File: src/rtl/beam_sweep_controller.sv
// Beam steering controller: drives per-mic delays and runs an energy-maximising sweep.
// The sweep settles, measures, and compares at each angle, then locks onto the loudest one.
module beam_sweep_controller #(
  parameter int NUM_MICS       = 4,
  parameter int BITS_AUDIO     = 24,
  parameter int NUM_ANGLES     = 16,
  parameter int DELAY_STEP     = 2,
  parameter int SETTLE_SAMPLES = 8,
  parameter int DWELL_SAMPLES  = 256,
  localparam int AW = $clog2(NUM_ANGLES),
  localparam int EW = BITS_AUDIO + $clog2(DWELL_SAMPLES)
) (
  input  logic                         clk_in,
  input  logic                         rst_in,
  input  logic                         start_in,
  input  logic                         manual_en_in,
  input  logic [AW-1:0]                manual_angle_in,
  input  logic signed [BITS_AUDIO-1:0] audio_in,
  input  logic                         audio_valid_in,
  output logic [7:0]                   delay_1,
  output logic [7:0]                   delay_2,
  output logic [7:0]                   delay_3,
  output logic [7:0]                   delay_4,
  output logic [AW-1:0]                angle_out,
  output logic [AW-1:0]                best_angle_out,
  output logic [EW-1:0]                best_energy_out,
  output logic                         busy_out,
  output logic                         sweep_done_out
);

  localparam int CNT_MAX = (SETTLE_SAMPLES > DWELL_SAMPLES) ? SETTLE_SAMPLES : DWELL_SAMPLES;
  localparam int CW      = $clog2(CNT_MAX + 1);

  localparam logic [AW-1:0] BROADSIDE   = AW'(NUM_ANGLES / 2);
  localparam logic [AW-1:0] LAST_ANGLE  = AW'(NUM_ANGLES - 1);
  localparam logic [CW-1:0] SETTLE_LAST = CW'(SETTLE_SAMPLES - 1);
  localparam logic [CW-1:0] DWELL_LAST  = CW'(DWELL_SAMPLES - 1);

  typedef enum logic [2:0] {
    S_IDLE,
    S_SETTLE,
    S_MEASURE,
    S_COMPARE,
    S_DONE
  } state_t;

  state_t          state_q, state_d;
  logic [AW-1:0]   angle_q, angle_d;
  logic [CW-1:0]   cnt_q, cnt_d;
  logic [EW-1:0]   acc_q, acc_d;
  logic [AW-1:0]   best_angle_q, best_angle_d;
  logic [EW-1:0]   best_energy_q, best_energy_d;
  logic            busy_q, busy_d;
  logic            done_q, done_d;
  logic [3:0][7:0] delay_q, delay_d;

  // Two's-complement negation read as unsigned keeps |-2^(B-1)| = 2^(B-1).
  logic [BITS_AUDIO-1:0] audio_mag;
  assign audio_mag = audio_in[BITS_AUDIO-1] ? ($unsigned(~audio_in) + BITS_AUDIO'(1))
                                            : $unsigned(audio_in);

  logic signed [AW:0] steer;
  logic                steer_neg;
  logic [AW:0]         steer_mag;
  assign steer     = $signed({1'b0, angle_q}) - $signed({1'b0, BROADSIDE});
  assign steer_neg = steer[AW];
  assign steer_mag = steer_neg ? $unsigned(-steer) : $unsigned(steer);

  // Positive steer delays mics from the first one outward; negative steer mirrors that.
  genvar gi;
  generate
    for (gi = 0; gi < 4; gi++) begin : g_delay
      if (gi < NUM_MICS) begin : g_active
        localparam int WPOS = gi;
        localparam int WNEG = NUM_MICS - 1 - gi;
        logic [31:0] prod;
        assign prod = 32'(steer_mag) * (steer_neg ? 32'(WNEG) : 32'(WPOS)) * 32'(DELAY_STEP);
        assign delay_d[gi] = (prod > 32'd255) ? 8'hFF : prod[7:0];
      end else begin : g_unused
        assign delay_d[gi] = 8'd0;
      end
    end
  endgenerate

  always_ff @(posedge clk_in) begin
    if (rst_in) begin
      state_q       <= S_IDLE;
      angle_q       <= BROADSIDE;
      cnt_q         <= '0;
      acc_q         <= '0;
      best_angle_q  <= BROADSIDE;
      best_energy_q <= '0;
      busy_q        <= 1'b0;
      done_q        <= 1'b0;
      delay_q       <= '0;
    end else begin
      state_q       <= state_d;
      angle_q       <= angle_d;
      cnt_q         <= cnt_d;
      acc_q         <= acc_d;
      best_angle_q  <= best_angle_d;
      best_energy_q <= best_energy_d;
      busy_q        <= busy_d;
      done_q        <= done_d;
      delay_q       <= delay_d;
    end
  end

  always_comb begin
    state_d = state_q;
    case (state_q)
      S_IDLE:    if (start_in) state_d = S_SETTLE;
      S_SETTLE:  if (audio_valid_in && cnt_q == SETTLE_LAST) state_d = S_MEASURE;
      S_MEASURE: if (audio_valid_in && cnt_q == DWELL_LAST) state_d = S_COMPARE;
      S_COMPARE: state_d = (angle_q == LAST_ANGLE) ? S_DONE : S_SETTLE;
      S_DONE:    state_d = S_IDLE;
      default:   state_d = S_IDLE;
    endcase
  end

  always_comb begin
    angle_d       = angle_q;
    cnt_d         = cnt_q;
    acc_d         = acc_q;
    best_angle_d  = best_angle_q;
    best_energy_d = best_energy_q;
    busy_d        = busy_q;
    done_d        = 1'b0;
    case (state_q)
      S_IDLE: begin
        if (start_in) begin
          angle_d       = '0;
          best_energy_d = '0;
          best_angle_d  = BROADSIDE;
          cnt_d         = '0;
          busy_d        = 1'b1;
        end else if (manual_en_in) begin
          angle_d = manual_angle_in;
        end
      end
      S_SETTLE: begin
        if (audio_valid_in) begin
          if (cnt_q == SETTLE_LAST) begin
            cnt_d = '0;
            acc_d = '0;
          end else begin
            cnt_d = cnt_q + CW'(1);
          end
        end
      end
      S_MEASURE: begin
        if (audio_valid_in) begin
          acc_d = acc_q + EW'(audio_mag);
          cnt_d = cnt_q + CW'(1);
        end
      end
      S_COMPARE: begin
        // Strict compare so a tie keeps the earlier angle.
        if (acc_q > best_energy_q) begin
          best_energy_d = acc_q;
          best_angle_d  = angle_q;
        end
        if (angle_q != LAST_ANGLE) begin
          angle_d = angle_q + AW'(1);
          cnt_d   = '0;
        end
      end
      S_DONE: begin
        angle_d = best_angle_q;
        done_d  = 1'b1;
        busy_d  = 1'b0;
      end
      default: ;
    endcase
  end

  assign delay_1         = delay_q[0];
  assign delay_2         = delay_q[1];
  assign delay_3         = delay_q[2];
  assign delay_4         = delay_q[3];
  assign angle_out       = angle_q;
  assign best_angle_out  = best_angle_q;
  assign best_energy_out = best_energy_q;
  assign busy_out        = busy_q;
  assign sweep_done_out  = done_q;

endmodule

File: config.mk
export PLATFORM = sky130hd
export DESIGN_NAME = beam_sweep_controller
export DESIGN_NICKNAME = d
export VERILOG_FILES = /design/src/rtl/beam_sweep_controller.sv
export SDC_FILE = /design/constraint.sdc
export NUM_CORES = 1
export LEC_CHECK = 0
export ABC_CLOCK_PERIOD_IN_PS = 4600
export BUFFER_PORTS_ARGS = -buffer_cell sky130_fd_sc_hd__buf_2
export CAP_MARGIN = 25
export CORE_UTILIZATION = 25
export DETAILED_ROUTE_END_ITERATION = 12
export SLEW_MARGIN = 5
export SYNTH_ARGS = -nofsm -noshare
export SYNTH_HDL_FRONTEND = slang
export SYNTH_SLANG_ARGS = --single-unit
export TNS_END_PERCENT = 10
File: constraint.sdc
create_clock -name clk_in -period 4.6 [get_ports clk_in]
set_input_delay 0.46 -clock clk_in [delete_from_list [all_inputs] [get_ports clk_in]]
set_output_delay 0.46 -clock clk_in [all_outputs]
set_load 0.1 [all_outputs]
## Word-level counts from Yosys, hierarchy flattened

Index checks and enable logic that the tools add are counted.

- Add/sub/neg operators: 6
- Multipliers: 4
- Magnitude comparators: 5
- Eq/ne operators: 17
- Multiplexer cells: 38
- Bitwise operators: 1
- Reduce and logical (&&, ||, !) cells: 14

Operators with widths:

| cell | number |
|---|---|
| 2-to-1 mux 32 bit | 5 |
| one-hot mux 32 bit (2 select lines) | 2 |
| 2-to-1 mux 9 bit | 5 |
| one-hot mux 9 bit (4 select lines) | 1 |
| adder 32 x 24 -> 32 bit | 1 |
| > comparator 32 bit | 1 |
| > comparator 8 bit (second input constant) | 4 |
| 2-to-1 mux 8 bit | 4 |
| multiplier 5 x 2 -> 7 bit | 4 |
| adder 24 x 1 -> 24 bit (second input constant) | 1 |
| 2-to-1 mux 24 bit | 1 |
| NOT 24 bit | 1 |
| 2-to-1 mux 4 bit | 5 |
| != test 2 bit (second input constant) | 8 |
| 2-to-1 mux 3 bit | 4 |
| one-hot mux 3 bit (4 select lines) | 1 |
| one-hot mux 4 bit (3 select lines) | 1 |
| adder 9 x 1 -> 9 bit (second input constant) | 1 |
| == test 9 x 3 -> 1 bit (second input constant) | 1 |
| == test 9 x 8 -> 1 bit (second input constant) | 1 |
| AND reduction 3 bit | 3 |
| 2-to-1 mux 2 bit | 4 |
| one-hot mux 4 bit (2 select lines) | 1 |
| == test 3 x 2 -> 1 bit (second input constant) | 2 |
| 19 further kinds | 23 |

- Bits in registers: 118
- Output and inout bits: 74

## Logic depth before layout (Yosys ltp)

- Depth in word-level cells: 6
- Gate-level depth with buffers: 16
- Mapped depth without buffers: 15

## Worst setup path before layout

Ideal clock, no wire load.

- Kind: input port to flip-flop
- Start point: input audio_in[9]
- End point: register acc_q[26]
- Library setup time: 71 ps
- Arrival: 3586 ps
- Setup slack: 943 ps
- Stages: 14
- Buffers on the path: 1
- Cells stage by stage: or3_1 -> nor4_1 -> nand3_1 -> or2_2 -> o31ai_1 -> xnor2_1 -> ha_1 -> and3_1 -> buf_1 -> nor2b_1 -> a221o_1 -> a31oi_1 -> or4_1 -> a21oi_1

- Word-level cells in the longest chain between the ends: 6

Ends and longest elaborated chain:

| item | line | text |
|---|---|---|
| start: declaration | 18 | `input logic signed [BITS_AUDIO-1:0] audio_in,` |
| NOT 24 bit | 59 | `assign audio_mag = audio_in[BITS_AUDIO-1] ? ($unsigned(~audio_in) + BITS_AUDIO'(1))` |
| adder 24 x 1 -> 24 bit | 59 |  |
| 2-to-1 mux 24 bit (*) | 59 |  |
| adder 32 x 24 -> 32 bit (*) | 153 | `acc_d = acc_q + EW'(audio_mag);` |
| 2-to-1 mux 32 bit (*) | 152 | `if (audio_valid_in) begin` |
| one-hot mux 32 bit (2 select lines) (*) | 129 | `case (state_q)` |
| end signal: assignment | 90 | `acc_q <= '0;` |
| end signal: assignment | 100 | `acc_q <= acc_d;` |
| end: declaration | 50 | `logic [EW-1:0] acc_q, acc_d;` |

Mark *: on every way between the ends. The rest lies on a longest branch, timed or not. The select of a mux whose other input is x is not followed.
A chain may end at the register's enable or synchronous reset.

## Worst setup path after layout

- Start point: input audio_in[9]
- End point: register acc_q[27]

Same word-level chain as after synthesis.

==> impl_metrics.py <==
metrics = {
    "timing": {
        "tns_ns": 0,
        "hold_viol_final": 0,
        "setup_viol": 0,
        "worst_pin_slew_ns": 0.826,
        "timing.hold.ws_ns": 0.479,
        "max_freq_ghz": 0.272,
        "rsz0062_at_grt": "false",
        "slew_headroom": 0.444,
        "drv_slew": 0,
        "fin_skew_ns": 0.0110,
        "min_period_over_period": 0.799,
        "min_period_ns": 3.67,
    },
    "power": {
        "internal_power_w": 0.00165,
        "p_seq_frac": 0.421,
        "switchingPower_w": 0.000747,
        "power_w": 0.00239,
        "p_clk_frac": 0.390,
        "ir_drop_v": 0.000166,
        "power-per-cell-area_nw_per_um2": 277,
        "p_leak_nw": 3.61,
        "power_frac_comb": 0.189,
        "switching_share": 0.312,
    },
    "detailed_routing": {
        "drc": 0,
        "num_vias": 6835,
        "topRoutingLayerUsed": "met4",
        "drtIter0Drc": 383,
        "drt-met1-wl_mm": 9.62,
        "route.met2.wl_mm": 9.68,
        "ant_nets": 0,
        "dr_wl_met3_um": 955,
        "wl_mm": 20.8,
        "wl_per_cell_um": 15.0,
        "via_per_inst": 4.95,
        "drt-pass1-iter-count": 5,
    },
    "worst_setup_path": {
        "cp_slowest_cell": "or3_1",
        "crit_cells": 16,
        "cp_max_fo": 8,
        "cp.required_ns": 4.82,
        "slowest_delay_ns": 0.40,
        "cpMostUsedCell": "nor2_1",
        "critical_path.endpoint_type": "flop",
        "crit-reg2reg-launch": "best_energy_out[15]",
        "crit_arrival_ns": 3.89,
        "cp_top_family": "compound AO/OA/AOI/OAI gates",
        "path_cells": "buf_2 -> or3_1 -> nor4_1 -> nand3_1 -> nor2_1 -> nand2_1 -> o31ai_1 -> xnor2_1 -> ha_1 -> a41oi_1 -> o21ai_0 -> a21oi_1 -> o22ai_1 -> o211ai_1 -> xor2_1 -> nor2_1",
        "r2r_cells": 10,
        "worstSetupStartpointType": "input pin",
        "rrSetupSlack_ns": 1.19,
        "critPathBufInv": 1,
        "worstReg2RegEnd": "best_energy_out[13]",
        "worst-setup-path-type": "input pin to flop",
    },
    "floorplanning": {
        "ios": 107,
        "die_w_um": 174,
        "dieArea_um2": 30100,
        "core_area_um2": 28900,
        "dieHeight_um": 174,
        "start_util": 0.255,
        "rows": 62,
    },
    "grt": {
        "grt_use_total": 0.138,
        "antenna_found_initial": 0,
        "grt_overflow": 0,
        "first_global_vias": 6535,
        "grt_max_degree": 40,
        "grt_first_pass_wirelength_mm": 33.7,
    },
    "final_layout": {
        "antenna_cells": 0,
        "synthToLayoutAreaGrowth_pct": 17.4,
        "drive_above_1_share": 0.139,
        "fin_cells": 1382,
        "n_fill_cell": 3135,
        "fin_nets": 1111,
    },
    "synthesis": {
        "synth_cells": 906,
        "synth-edff-count": 0,
        "ys_warn_count": 0,
        "async_flop_share": 0,
        "synth_area_leaders": "dfxtp_1 30%, ha_1 14%, a21oi_1 5.7%",
        "yosysUniqueCellTypes": 62,
        "synth.avg_cell_area_um2": 8.12,
        "ys_ff_latch": 112,
        "netlist.area_leader.share": 0.305,
        "netlist_area_um2": 7360,
        "synth-main-ff-cell": "dfxtp_1",
        "yosysSeqAreaShare": 0.305,
        "yosysTopAreaCell": "dfxtp_1",
    },
    "cts": {
        "ctsHtreeMaxLevel": 3,
        "cts_buffer_depth": 2,
        "cts_setup_buffers": 0,
        "cts_tree": "yes",
        "cts_root_buf": "clkbuf_16",
        "clock_latency_ns": 0.36,
        "clk_pin_slew_ns": 0.08,
        "post_cts_resized": 0,
        "hold_buffers": 0,
        "clock-sinks": 112,
        "cts_made_buffers": 9,
    },
    "placement": {
        "gp_congestion": 0.870,
        "dpl.hpwl_mm": 16.2,
        "dp_cells": 1364,
        "portBuffers": 102,
    },
    "status": {
        "status": "complete, no violations",
    },
    "job": {
        "maxCapViolations": 0,
    },
    "min_path": {
        "hp-class": "input pin to flop",
        "hold_path_end": "state_q[0]",
        "whs_path_depth": 3,
        "min-delay-start": "start_in",
    },
}
==> registers in the layout, summed over array words and instances (netlist names), 3 cells and up <==
signal,flops
delay_1,7
state_q,3
delay_2,7
best_angle_out,4
delay_3,6
cnt_q,9
angle_out,4
acc_q,32
delay_4,6
best_energy_out,32
==> kinds of logic (layout without fill, tap and decap cells) <==
group | count (synthesis) | in the layout | share of synthesized area
compound gates | 261 | 261 | 0.224
xor+xnor | 55 | 55 | 0.0655
buf+inv | 108 | 186 | 0.0582
flops | 112 | 112 | 0.305
mux | 1 | 1 | 0.00136
fa+ha+maj | 85 | 85 | 0.149
other cells | 1 | 15 | 0.000510
simple gates | 283 | 283 | 0.197
==> worst max path at each step <==
stage / start / slack, ns / endpoint
after floorplan: audio_in[9] / 0.94 / acc_q[26]
after global placement: audio_in[9] / 0.68 / acc_q[26]
after detailed placement: audio_in[9] / 0.60 / acc_q[31]
after CTS: audio_in[9] / 0.98 / acc_q[31]
after global routing: audio_in[9] / 0.53 / acc_q[30]
final: audio_in[9] / 0.93 / acc_q[27]
==> through the flow <==
stage / instance area [um^2] / setup WS [ns] / util
2_1_floorplan: 7410 / 0.943 / -
4_1_cts: 8620 / 0.980 / 0.299
3_5_place_dp: 8270 / 0.603 / 0.287
3_3_place_gp: 8250 / 0.682 / 0.286
6_report: 8640 / 0.926 / 0.299
5_1_grt: 8640 / 0.532 / 0.299
==> layer usage <==
metal  track usage  vias up
met5             0        -
li1              -     3455
met2         0.228      142
met3        0.0257       33
met1         0.176     3205
met4        0.0605        0
==> cell type report <==
type	instances	area (um^2)	area share
Timing Repair Buffer	112	593	0.0687
Sequential cell	112	2240	0.260
Tap cell	384	480	0.0556
Multi-Input combinational cell	700	4750	0.550
Clock buffer	9	225	0.0261
Clock inverter	7	126	0.0146
Inverter	58	218	0.0252
==> tightest hold or removal path, stage by stage <==
cell,delay (ns)
buf_2,0.14
nand2_1,0.11
a31oi_1,0.09
==> synth_stat cells (5+ instances only) <==
| library cell | n |
|---|---|
| a211oi_1 | 11 |
| a21o_1 | 11 |
| a21oi_1 | 84 |
| a22o_1 | 13 |
| a22oi_1 | 8 |
| a31oi_1 | 6 |
| and2_1 | 5 |
| and3_1 | 10 |
| buf_4 | 6 |
| clkbuf_1 | 41 |
| dfxtp_1 | 112 |
| ha_1 | 81 |
| inv_1 | 58 |
| nand2_1 | 59 |
| nand2b_1 | 9 |
| nand3_1 | 23 |
| nand4_1 | 48 |
| nor2_1 | 65 |
| nor2b_1 | 12 |
| nor3_1 | 17 |
| nor4_1 | 7 |
| o211ai_1 | 8 |
| o21a_1 | 9 |
| o21ai_0 | 66 |
| o31ai_1 | 13 |
| or3_1 | 10 |
| xnor2_1 | 39 |
| xor2_1 | 16 |
==> cell usage in the layout (no fill, tap or decap), types with 11 or more instances in the layout <==
cell,n
buf_2,102
dfxtp_1,112
o31ai_1,13
a21oi_1,83
a22o_1,13
nor3_1,17
nor2_1,65
a211oi_1,11
nand4_1,48
conb_1,15
ha_1,81
nand2_1,59
nor2b_1,12
nand3_1,23
xor2_1,16
a21o_1,11
xnor2_1,39
inv_1,58
o21ai_0,66
==> power groups by stage <==
| stage | combinational [W] | sequential, W | clock, W |
|---|---|---|---|
| 6_report | 0.000452 | 0.00101 | 0.000935 |
| 5_1_grt | 0.000486 | 0.00101 | 0.000998 |
| 4_1_cts | 0.000452 | 0.00101 | 0.000959 |
| 3_3_place_gp | 0.000444 | 0.00103 | 0 |
| 3_5_place_dp | 0.000451 | 0.00103 | 0 |
| 2_1_floorplan | 0.000223 | 0.00116 | 0 |
No activity file was read; power rests on OpenSTA's default activity.
